`src/rtl/pipeline_pkg.sv`:
```
// Shared pipeline constants: register address width, forwarding select codes.
package pipeline_pkg;

   localparam int REG_ADDR_W = 5;

   localparam logic [1:0] FWD_RF  = 2'b00;
   localparam logic [1:0] FWD_MEM = 2'b10;
   localparam logic [1:0] FWD_WB  = 2'b01;

   localparam logic [REG_ADDR_W-1:0] REG_ZERO = 5'd0;

endpackage

```
`src/rtl/dest_stage_reg.sv`:
```
// One pipeline stage register for a destination register number plus control flags.
// Updates one cycle after capture; hold freezes contents, flush loads a bubble.
module dest_stage_reg
   import pipeline_pkg::*;
#(
   parameter int NFLAGS = 1
) (
   input  logic                  clk,
   input  logic                  reset,
   input  logic                  hold,
   input  logic                  flush,
   input  logic [REG_ADDR_W-1:0] in_wreg,
   input  logic [NFLAGS-1:0]     in_flags,
   output logic [REG_ADDR_W-1:0] out_wreg,
   output logic [NFLAGS-1:0]     out_flags
);

   logic [REG_ADDR_W-1:0] wreg_d, wreg_q;
   logic [NFLAGS-1:0]     flags_d, flags_q;

   // A flush arriving during hold is ignored; upstream keeps it asserted until hold drops.
   always_comb begin
      wreg_d  = wreg_q;
      flags_d = flags_q;
      if (!hold) begin
         if (flush) begin
            wreg_d  = REG_ZERO;
            flags_d = '0;
         end else begin
            wreg_d  = in_wreg;
            flags_d = in_flags;
         end
      end
   end

   always_ff @(posedge clk) begin
      if (reset) begin
         wreg_q  <= REG_ZERO;
         flags_q <= '0;
      end else begin
         wreg_q  <= wreg_d;
         flags_q <= flags_d;
      end
   end

   assign out_wreg  = wreg_q;
   assign out_flags = flags_q;

endmodule

```
`src/rtl/dest_forward_unit.sv`:
```
// Tracks the EX destination through EX/MEM and MEM/WB, driving write-back, ALU forwarding and load-use stall.
// Stage outputs lag EX by 1/2 cycles; forwarding selects and stall are combinational.
module dest_forward_unit
   import pipeline_pkg::*;
(
   input  logic                  clk,
   input  logic                  reset,
   input  logic                  hold,
   input  logic                  ex_flush,
   input  logic [REG_ADDR_W-1:0] id_rs,
   input  logic [REG_ADDR_W-1:0] id_rt,
   input  logic [REG_ADDR_W-1:0] ex_rs,
   input  logic [REG_ADDR_W-1:0] ex_rt,
   input  logic [REG_ADDR_W-1:0] ex_wreg,
   input  logic                  ex_regwrite,
   input  logic                  ex_memread,
   output logic [1:0]            fwd_a,
   output logic [1:0]            fwd_b,
   output logic                  load_use_stall,
   output logic [REG_ADDR_W-1:0] mem_wreg,
   output logic                  mem_regwrite,
   output logic                  mem_memread,
   output logic [REG_ADDR_W-1:0] wb_wreg,
   output logic                  wb_regwrite
);

   dest_stage_reg #(.NFLAGS(2)) u_ex_mem (
      .clk       (clk),
      .reset     (reset),
      .hold      (hold),
      .flush     (ex_flush),
      .in_wreg   (ex_wreg),
      .in_flags  ({ex_regwrite, ex_memread}),
      .out_wreg  (mem_wreg),
      .out_flags ({mem_regwrite, mem_memread})
   );

   dest_stage_reg #(.NFLAGS(1)) u_mem_wb (
      .clk       (clk),
      .reset     (reset),
      .hold      (hold),
      .flush     (1'b0),
      .in_wreg   (mem_wreg),
      .in_flags  (mem_regwrite),
      .out_wreg  (wb_wreg),
      .out_flags (wb_regwrite)
   );

   // The younger MEM producer wins over WB; $0 is hardwired and never forwarded.
   function automatic logic [1:0] fwd_select(input logic [REG_ADDR_W-1:0] src);
      logic [1:0] sel;
      sel = FWD_RF;
      if (src != REG_ZERO) begin
         if (mem_regwrite && (mem_wreg == src))
            sel = FWD_MEM;
         else if (wb_regwrite && (wb_wreg == src))
            sel = FWD_WB;
      end
      return sel;
   endfunction

   always_comb begin
      fwd_a = fwd_select(ex_rs);
      fwd_b = fwd_select(ex_rt);
   end

   always_comb begin
      load_use_stall = ex_memread && ex_regwrite && (ex_wreg != REG_ZERO) &&
                       ((ex_wreg == id_rs) || (ex_wreg == id_rt));
   end

endmodule

```
`config.mk`:
```
export PLATFORM = sky130hd
export DESIGN_NAME = dest_forward_unit
export DESIGN_NICKNAME = d
export VERILOG_FILES = /design/src/rtl/pipeline_pkg.sv /design/src/rtl/dest_stage_reg.sv /design/src/rtl/dest_forward_unit.sv
export SDC_FILE = /design/constraint.sdc
export NUM_CORES = 1
export LEC_CHECK = 0
export CELL_PAD_IN_SITES_DETAIL_PLACEMENT = 1
export CELL_PAD_IN_SITES_GLOBAL_PLACEMENT = 2
export CORE_MARGIN = 2
export CORE_UTILIZATION = 21
export DETAILED_ROUTE_END_ITERATION = 7
export GPL_ROUTABILITY_DRIVEN = 1
export MAX_ROUTING_LAYER = met4
export PLACE_DENSITY_LB_ADDON = 0.1
export SYNTH_ARGS = -nofsm -noshare
export SYNTH_HDL_FRONTEND = slang
export SYNTH_SLANG_ARGS = --single-unit
```
`constraint.sdc`:
```
create_clock -name clk -period 3.4 [get_ports clk]
set_input_delay 1.02 -clock clk [delete_from_list [all_inputs] [get_ports clk]]
set_output_delay 1.02 -clock clk [all_outputs]
set_load 0.01 [all_outputs]
```
==> impl_metrics.csv, run 1 <==
group,metric,value,unit
run_status,status,"completed",
synthesis,yosys.cell_types.count,20,
floorplan,die_area,4680,um^2
route,first_pass_iters,3,
pwr,power.total,410,uW
cts,clock_sinks,13,
setup_path,worstSetupStartpointType,"input port",
cts,cts_buffer_depth,2,
cts,postCtsSetupRepairBufs,0,
layout,fin_cells,210,
setup_path,endpoint,"fwd_b[1]",
timing,final.period_utilization,97.8,%
synthesis,netlist.area_leader.share,29.9,%
synthesis,ys_ff_latch,13,
synthesis,synth_edf_count,0,
setup_path,rr_startpoint,"u_ex_mem.out_wreg[2]$_SDFFE_PP0N_",
hold_path,hold_class,"reg2reg",
flow_run,cap_viol_max_count,0,
synthesis,synthTopCellsByArea,"dfxtp_1, xnor2_1, xor2_1",
setup_path,r2r_slack,2.67,ns
pwr,netSwitchingFraction,26.1,%
setup_path,cp.arrival,2.31,ns
floorplan,initial_utilization,21.8,%
cts,ctsRootBufferMaster,"clkbuf_8",
synthesis,syn_nets,133,
placement,place_area,1470,um^2
layout,nets,192,
grt,grt_pass1_wl,4.35,mm
layout,nFillCells,488,
grt,grt_max_degree,21,
cts,numCtsBuffers,3,
pwr,p_leak,0.594,nW
timing,hold_violations,0,
placement,placed_cells,206,
hold_path,holdPathStages,2,
setup_path,endpoint_kind,"output pin",
route,avgViaCountPerCell,4.37,
floorplan,die_h,68.4,um
placement,place.gp.congestion,0.780,
pwr,cellPowerDensity,268,nW/um^2
pwr,ir_drop,0.159,mV
timing,fin_tns_setup,0,ns
synthesis,ys.flop_type,"dfxtp_1",
grt,antenna_found_initial,0,
timing,setup-violations-final,0,
timing,max_freq,0.301,GHz
grt,grt_pass1_vias,921,
route,dr.first_iter.drc_count,17,
synthesis,syn_inst,102,
synthesis,synth_common_cells,"nor2_1, xnor2_1, xor2_1",
floorplan,core.rowCount,23,
synthesis,yosys.area.top_type,"dfxtp_1",
route,wl_per_cell,14.0,um
pwr,p_int,303,uW
synthesis,synth.cell_area,871,um^2
pwr,switching_power,107,uW
timing,period_needed,3.33,ns
route,drc,0,
floorplan,die_width,68.4,um
synthesis,synth-seq-area-share,29.9,%
pwr,seqPwrFrac,40.0,%
layout,drive_gt1_share,16.3,%
timing,drv_slew,0,
layout,fin_area,1530,um^2
placement,place.port_buffers,48,
pwr,combPwrFrac,27.3,%
timing,slew_headroom,45.9,%
pwr,pwr-share-clk,32.7,%
setup_path,cp_max_fo,3,
synthesis,async_flop_share,0,%
route,num_vias,917,
grt,grt_overflow,0,
cts,clk_latency,0.24,ns
route,detail-route-antenna-nets,0,
setup_path,ff2ff_path_depth,2,
setup_path,crit_type,"in2out",
cts,tritoncts,"yes",
timing,rsz0062_at_grt,"no",
synthesis,syn_area_per_cell,8.54,um^2
floorplan,ios,49,
layout,postLayoutCoreUtil,38.2,%
cts,clk_pin_slew,0.06,ns
cts,htreeDepth,1,
route,routed_wl,2.94,mm
grt,grt_use_total,13.2,%
setup_path,worstPathRequired,2.38,ns
timing,clock_skew,0.00245,ns
layout,syn_to_final_growth,75.4,%
setup_path,startpoint,"ex_rt[1]",
synthesis,synth_warnings,0,
placement,dp_hpwl,2.45,mm
setup_path,r2r_end,"u_mem_wb.out_wreg[2]$_SDFFE_PP0N_",
floorplan,core,4000,um^2
timing,worst_pin_slew,0.809,ns
layout,diodes,0,
cells by family (layout without fill, tap and decap cells):
group,count (synthesis),in the layout,synth area share [%]
AND/OR/NAND/NOR,41,41,26.0
XOR/XNOR,30,30,30.2
flip-flops,13,13,29.9
AO/OA/AOI/OAI,9,9,5.46
multiplexers,6,6,6.90
buffers and inverters,3,61,1.58
cells in the final DEF (no fill, tap or decap), types with 2 or more instances in the layout:
master | netlist | final
a21oi_1 | 8 | 8
buf_2 | 2 | 2
buf_4 | 0 | 9
clkbuf_8 | 0 | 3
clkdlybuf4s50_1 | 0 | 31
dfxtp_1 | 13 | 13
dlygate4sd2_1 | 0 | 13
mux2i_1 | 6 | 6
nand2_1 | 2 | 2
nand3_1 | 3 | 3
nand4_1 | 2 | 2
nor2_1 | 16 | 14
nor3_2 | 0 | 2
nor3b_1 | 7 | 7
nor4_2 | 1 | 2
or4_1 | 3 | 2
xnor2_1 | 16 | 15
xor2_1 | 14 | 14
critical path: stages:
cell	delay [ns]
dlygate4sd2_1	0.27
or4_4	0.56
nor2_4	0.13
nor2_1	0.04
dlygate4sd2_1	0.27
sequential cells by signal (all words and copies together) (netlist names):
| register | cells |
|---|---|
| u_ex_mem.out_wreg | 5 |
| u_mem_wb.out_wreg | 5 |
| u_ex_mem.out_flags | 2 |
| u_mem_wb.out_flags | 1 |
layout make-up:
cell class | count | area [um^2] | share of cell area, %
flip-flops and latches | 13 | 260 | 17.0
well taps | 50 | 62.6 | 4.09
clock buffers | 3 | 41.3 | 2.70
clock inverters | 1 | 5.00 | 0.328
repair buffers | 57 | 518 | 33.9
multi-input cells | 86 | 641 | 41.9
metal layers:
| layer | vias to the layer above | part of all wire, % | track usage (%) |
|---|---|---|---|
| li1 | 472 | - | - |
| met1 | 428 | 45 | 16.8 |
| met2 | 15 | 50 | 20.8 |
| met3 | 2 | 4.0 | 3.95 |
| met4 | 0 | 0.48 | 2.25 |
| met5 | - | 0 | - |
metrics by stage:
stage / setup slack [ns] / hold WS, ns
after CTS: 0.00950 / 0.512
after global routing: 0.0156 / 0.542
after detailed placement: -0.468 / 0.496
after global placement: -0.496 / 0.479
after floorplan: 0.583 / 0.532
final: 0.0746 / 0.504
timing repair:
item / CTS / global route
setup endpoints to repair: 5 / 2
resized for setup: 33 / 4
cloned: 0 / 0
hold buffers: 0 / 0
pin swaps: 6 / 2
worst min path at each step:
| stage | slack [ns] | from | endpoint |
|---|---|---|---|
| final | 0.50 | u_ex_mem.out_flags[0]$_SDFFE_PP0N_ | u_ex_mem.out_flags[0]$_SDFFE_PP0N_ |
| after global routing | 0.54 | u_ex_mem.out_flags[0]$_SDFFE_PP0N_ | u_ex_mem.out_flags[0]$_SDFFE_PP0N_ |
| after CTS | 0.51 | u_ex_mem.out_flags[0]$_SDFFE_PP0N_ | u_ex_mem.out_flags[0]$_SDFFE_PP0N_ |
| after detailed placement | 0.50 | u_ex_mem.out_flags[0]$_SDFFE_PP0N_ | u_ex_mem.out_flags[0]$_SDFFE_PP0N_ |
| after global placement | 0.48 | u_ex_mem.out_flags[0]$_SDFFE_PP0N_ | u_ex_mem.out_flags[0]$_SDFFE_PP0N_ |
| after floorplan | 0.53 | u_ex_mem.out_flags[0]$_SDFFE_PP0N_ | u_ex_mem.out_flags[0]$_SDFFE_PP0N_ |
power by group through the flow:
stage / Combinational (mW) / Clock [mW] / Sequential, mW
2_1_floorplan: 0.0411 / 0 / 0.168
3_3_place_gp: 0.111 / 0 / 0.168
3_5_place_dp: 0.113 / 0 / 0.168
4_1_cts: 0.111 / 0.141 / 0.164
5_1_grt: 0.122 / 0.147 / 0.165
6_report: 0.112 / 0.134 / 0.164
(Power assumes the default switching activity.)
==> run 2, diff against run 1 <==
--- a/config.mk
+++ b/config.mk
@@ -7,7 +7,6 @@
 export LEC_CHECK = 0
 export CELL_PAD_IN_SITES_DETAIL_PLACEMENT = 1
 export CELL_PAD_IN_SITES_GLOBAL_PLACEMENT = 2
-export CORE_MARGIN = 2
 export CORE_UTILIZATION = 21
 export DETAILED_ROUTE_END_ITERATION = 7
 export GPL_ROUTABILITY_DRIVEN = 1
==> impl_metrics.csv, run 2 (synthesis gave the netlist of run 1 again) <==
group,metric,value,unit
pwr,cellPowerDensity,272,nW/um^2
grt,grt_use_total,14.5,%
run_status,status,"completed",
layout,nFillCells,477,
pwr,ir_drop,0.265,mV
pwr,p_leak,0.578,nW
timing,hold_violations,0,
setup_path,endpoint_kind,"output pin",
cts,cts_buffer_depth,2,
cts,clk_latency,0.23,ns
cts,clk_pin_slew,0.05,ns
timing,setup-violations-final,0,
cts,ctsRootBufferMaster,"clkbuf_8",
pwr,switching_power,101,uW
setup_path,slowest_delay,0.53,ns
setup_path,worstPathRequired,2.38,ns
pwr,power.total,404,uW
cts,tritoncts,"yes",
pwr,pwr-share-clk,32.6,%
grt,grt_max_degree,20,
route,drc,0,
floorplan,core.rowCount,23,
layout,postLayoutCoreUtil,37.2,%
route,wl_per_cell,13.8,um
setup_path,slowest_stage,"or4_1",
grt,grt_pass1_vias,966,
floorplan,die_width,66.4,um
timing,slew_headroom,46.1,%
pwr,p_int,303,uW
timing,drv_slew,0,
placement,place.gp.congestion,0.726,
pwr,combPwrFrac,26.8,%
hold_path,hold_class,"reg2reg",
pwr,netSwitchingFraction,25.0,%
setup_path,worstPathCellList,"dlygate4sd2_1, or4_1, nor2_1, nor2_1, dlygate4sd2_1",
layout,syn_to_final_growth,70.8,%
route,detail-route-antenna-nets,0,
layout,mostFrequentLayoutCell,"clkdlybuf4s50_1",
timing,final.period_utilization,98.0,%
route,num_vias,898,
setup_path,worstSetupStartpointType,"input port",
floorplan,die_h,66.4,um
floorplan,ios,49,
placement,place.port_buffers,48,
timing,clock_skew,0.000439,ns
timing,period_needed,3.33,ns
route,first_pass_iters,3,
layout,diodes,0,
flow_run,cap_viol_max_count,0,
cts,clock_sinks,13,
cts,numCtsBuffers,3,
placement,place_area,1460,um^2
layout,nets,191,
timing,rsz0062_at_grt,"no",
layout,mostFrequentLayoutCells,"clkdlybuf4s50_1, xnor2_1, nor2_1",
grt,grt_overflow,0,
layout,drive_gt1_share,11.9,%
floorplan,core,4000,um^2
route,routed_wl,2.89,mm
cts,htreeDepth,1,
floorplan,die_area,4410,um^2
route,dr.first_iter.drc_count,17,
layout,fin_area,1490,um^2
pwr,seqPwrFrac,40.7,%
timing,worst_pin_slew,0.806,ns
placement,dp_hpwl,2.42,mm
timing,max_freq,0.300,GHz
setup_path,cp.arrival,2.31,ns
timing,holdWs,0.502,ns
grt,grt_pass1_wl,4.73,mm
grt,antenna_found_initial,0,
route,avgViaCountPerCell,4.30,
cts,holdBufCountCts,0,
setup_path,crit_type,"in2out",
setup_path,cp_max_fo,3,
floorplan,initial_utilization,21.8,%
-- run 2: cell count changes in the layout (fill, tap and decap cells not counted), sizes merged --
cell	change
buf	-1
clkbuf	+1
clkinv	-1
-- run 2: repair_timing --
item,4_1_cts,5_1_grt
gates resized for setup,29,2
buffers inserted,0,0
endpoints found under the setup margin,5,1
pin swaps,6,0
-- run 2: cell type report --
| class | instances | area [um^2] | area share (%) |
|---|---|---|---|
| Sequential cell | 13 | 260 | 17.5 |
| Clock buffer | 4 | 45.0 | 3.03 |
| Tap cell | 50 | 62.6 | 4.21 |
| Multi-Input combinational cell | 86 | 609 | 41.0 |
| Timing Repair Buffer | 56 | 510 | 34.3 |
-- run 2: stage by stage --
step                      cells  TNS (ns)  worst slack, ns
after floorplan             102         0            0.583
after global placement      205     -2.06           -0.457
after detailed placement    205     -2.06           -0.468
after CTS                   209         0           0.0260
after global routing        209         0          0.00195
final                       209         0           0.0691
-- run 2: power by group through the flow --
stage | clock, mW | sequential, mW | combinational [mW]
2_1_floorplan | 0 | 0.168 | 0.0411
4_1_cts | 0.139 | 0.165 | 0.109
5_1_grt | 0.149 | 0.165 | 0.119
3_5_place_dp | 0 | 0.168 | 0.112
3_3_place_gp | 0 | 0.168 | 0.111
6_report | 0.132 | 0.164 | 0.108
-- run 2: per-layer routing --
metal,vias to the layer above,global-route usage [%],share of wire (%),wire [um]
met5,-,-,0,0
met4,0,0.798,0,0
met3,0,3.10,3.0,86
met2,14,25.0,50,1440
met1,419,18.2,47,1360
li1,465,-,-,-
-- run 2: final timing paths --
kind	slack [ns]	from	cells past startpoint	end
hold reg to reg	0.50	u_ex_mem.out_flags[0]$_SDFFE_PP0N_	2	u_ex_mem.out_flags[0]$_SDFFE_PP0N_
setup reg to reg	2.66	u_ex_mem.out_wreg[2]$_SDFFE_PP0N_	2	u_mem_wb.out_wreg[2]$_SDFFE_PP0N_
hold / removal	0.50	u_ex_mem.out_flags[0]$_SDFFE_PP0N_	2	u_ex_mem.out_flags[0]$_SDFFE_PP0N_
setup / recovery	0.07	ex_rt[1]	5	fwd_b[1]
-- run 2: critical path, delay by kind of cell --
kind,cells,cell delay [ns]
buffers and inverters,2,0.55
AND/OR/NAND/NOR,3,0.74
==> run 3, diff against run 2 <==
--- a/config.mk
+++ b/config.mk
@@ -7,7 +7,8 @@
 export LEC_CHECK = 0
 export CELL_PAD_IN_SITES_DETAIL_PLACEMENT = 1
 export CELL_PAD_IN_SITES_GLOBAL_PLACEMENT = 2
-export CORE_UTILIZATION = 21
+export CORE_UTILIZATION = 22
+export CTS_BUF_LIST = sky130_fd_sc_hd__clkbuf_8
 export DETAILED_ROUTE_END_ITERATION = 7
 export GPL_ROUTABILITY_DRIVEN = 1
 export MAX_ROUTING_LAYER = met4
==> impl_metrics.csv, run 3 (synthesis gave the netlist of run 1 again) <==
group,metric,value,unit
timing,period_needed,3.35,ns
pwr,ir_drop,0.215,mV
cts,ctsRootBufferMaster,"clkbuf_8",
pwr,pwr-share-clk,33.4,%
setup_path,cp_max_fo,2,
route,num_vias,934,
pwr,cellPowerDensity,271,nW/um^2
floorplan,initial_utilization,23.4,%
timing,drv_slew,0,
route,routed_wl,2.83,mm
route,wl_per_cell,13.6,um
timing,worst_pin_slew,0.801,ns
cts,holdBufCountCts,0,
route,dr.first_iter.drc_count,11,
grt,grt_pass1_wl,4.80,mm
floorplan,ios,49,
pwr,seqPwrFrac,39.4,%
grt,grt_pass1_vias,993,
pwr,switching_power,111,uW
floorplan,die_h,64.9,um
layout,nets,192,
pwr,combPwrFrac,27.2,%
run_status,status,"completed",
floorplan,die_area,4210,um^2
timing,hold_violations,0,
setup_path,crit_type,"in2out",
cts,clk_pin_slew,0.06,ns
setup_path,endpoint_kind,"output pin",
layout,mostFrequentLayoutCells,"clkdlybuf4s50_1, xnor2_1, xor2_1, nor2_1, dfxtp_1",
cts,htreeDepth,1,
pwr,netSwitchingFraction,26.8,%
floorplan,core.rowCount,22,
cts,numCtsBuffers,3,
pwr,p_leak,0.609,nW
hold_path,hold_class,"reg2reg",
route,avgViaCountPerCell,4.49,
timing,max_freq,0.298,GHz
flow_run,cap_viol_max_count,0,
timing,holdWs,0.495,ns
cts,cts_buffer_depth,2,
layout,drive_gt1_share,17.5,%
layout,mostFrequentLayoutCell,"clkdlybuf4s50_1",
timing,setup-violations-final,0,
placement,dp_hpwl,2.34,mm
timing,slew_headroom,46.4,%
route,first_pass_iters,4,
grt,grt_max_degree,21,
timing,final.period_utilization,98.6,%
placement,place.gp.congestion,0.721,
layout,syn_to_final_growth,76.1,%
setup_path,cp.arrival,2.33,ns
setup_path,worstSetupStartpointType,"input port",
grt,grt_use_total,15.3,%
grt,antenna_found_initial,0,
layout,diodes,0,
timing,rsz0062_at_grt,"no",
floorplan,core,3720,um^2
pwr,p_int,304,uW
cts,clk_latency,0.25,ns
setup_path,worstPathRequired,2.38,ns
route,detail-route-antenna-nets,0,
timing,clock_skew,0.00511,ns
route,drc,0,
placement,place.port_buffers,48,
cts,tritoncts,"yes",
floorplan,die_width,64.9,um
pwr,power.total,416,uW
grt,grt_overflow,0,
cts,clock_sinks,13,
[run 3: worst max-delay path, cell delays in order]
cell and delay, ns:
clkdlybuf4s50_1 0.43, buf_4 0.15, or4_4 0.43, nor2_4 0.11
nor4_2 0.05, buf_2 0.13
[run 3: area by class of cell]
| type | count | area [um^2] |
|---|---|---|
| clock buffer | 3 | 41.3 |
| clock inverter | 1 | 5.00 |
| fill | 452 | 2180 |
| multi-input combinational | 86 | 647 |
| sequential | 13 | 260 |
| tap | 48 | 60.1 |
| timing repair buffer | 57 | 520 |
[run 3: power groups by stage]
| stage | Combinational, mW | Clock [mW] | Sequential [mW] |
|---|---|---|---|
| after CTS | 0.112 | 0.145 | 0.164 |
| after global routing | 0.123 | 0.155 | 0.165 |
| after detailed placement | 0.112 | 0 | 0.168 |
| after global placement | 0.111 | 0 | 0.168 |
| after floorplan | 0.0411 | 0 | 0.168 |
| final | 0.113 | 0.139 | 0.164 |
[run 3: metal layers]
metal  vias to the layer above  global-route usage [%]  share of wire (%)
met4                         0                    3.33               0.81
met5                         -                       -                  0
met2                        20                    24.9                 50
met1                       442                    18.9                 45
met3                         4                    3.87                4.4
li1                        468                       -                  -
[run 3: final timing paths]
path / start / to / slack, ns / cells after the start
max: ex_rs[4] / fwd_a[0] / 0.05 / 6
min: u_ex_mem.out_flags[0]$_SDFFE_PP0N_ / u_ex_mem.out_flags[0]$_SDFFE_PP0N_ / 0.50 / 2
max reg2reg: u_ex_mem.out_wreg[4]$_SDFFE_PP0N_ / u_ex_mem.out_wreg[4]$_SDFFE_PP0N_ / 2.66 / 2
min reg2reg: u_ex_mem.out_flags[0]$_SDFFE_PP0N_ / u_ex_mem.out_flags[0]$_SDFFE_PP0N_ / 0.50 / 2
[run 3: repair_timing]
action	in CTS	in global routing
endpoints found under the setup margin	5	3
pin swaps	8	4
gates cloned	0	0
gates resized for setup	32	8
endpoints found under the hold margin	0	0
buffers inserted	0	0
[run 3: through the flow]
| step | instance area, um^2 | util (%) | setup WS (ns) | cells | TNS, ns |
|---|---|---|---|---|---|
| final | 1530 | 41.3 | 0.0466 | 208 | 0 |
| after global routing | 1530 | 41.3 | 0.000518 | 208 | 0 |
| after CTS | 1510 | 40.6 | 0.00234 | 208 | 0 |
| after detailed placement | 1470 | 39.4 | -0.476 | 204 | -2.17 |
| after global placement | 1470 | 39.4 | -0.419 | 204 | -1.93 |
| after floorplan | 871 | - | 0.583 | 102 | 0 |
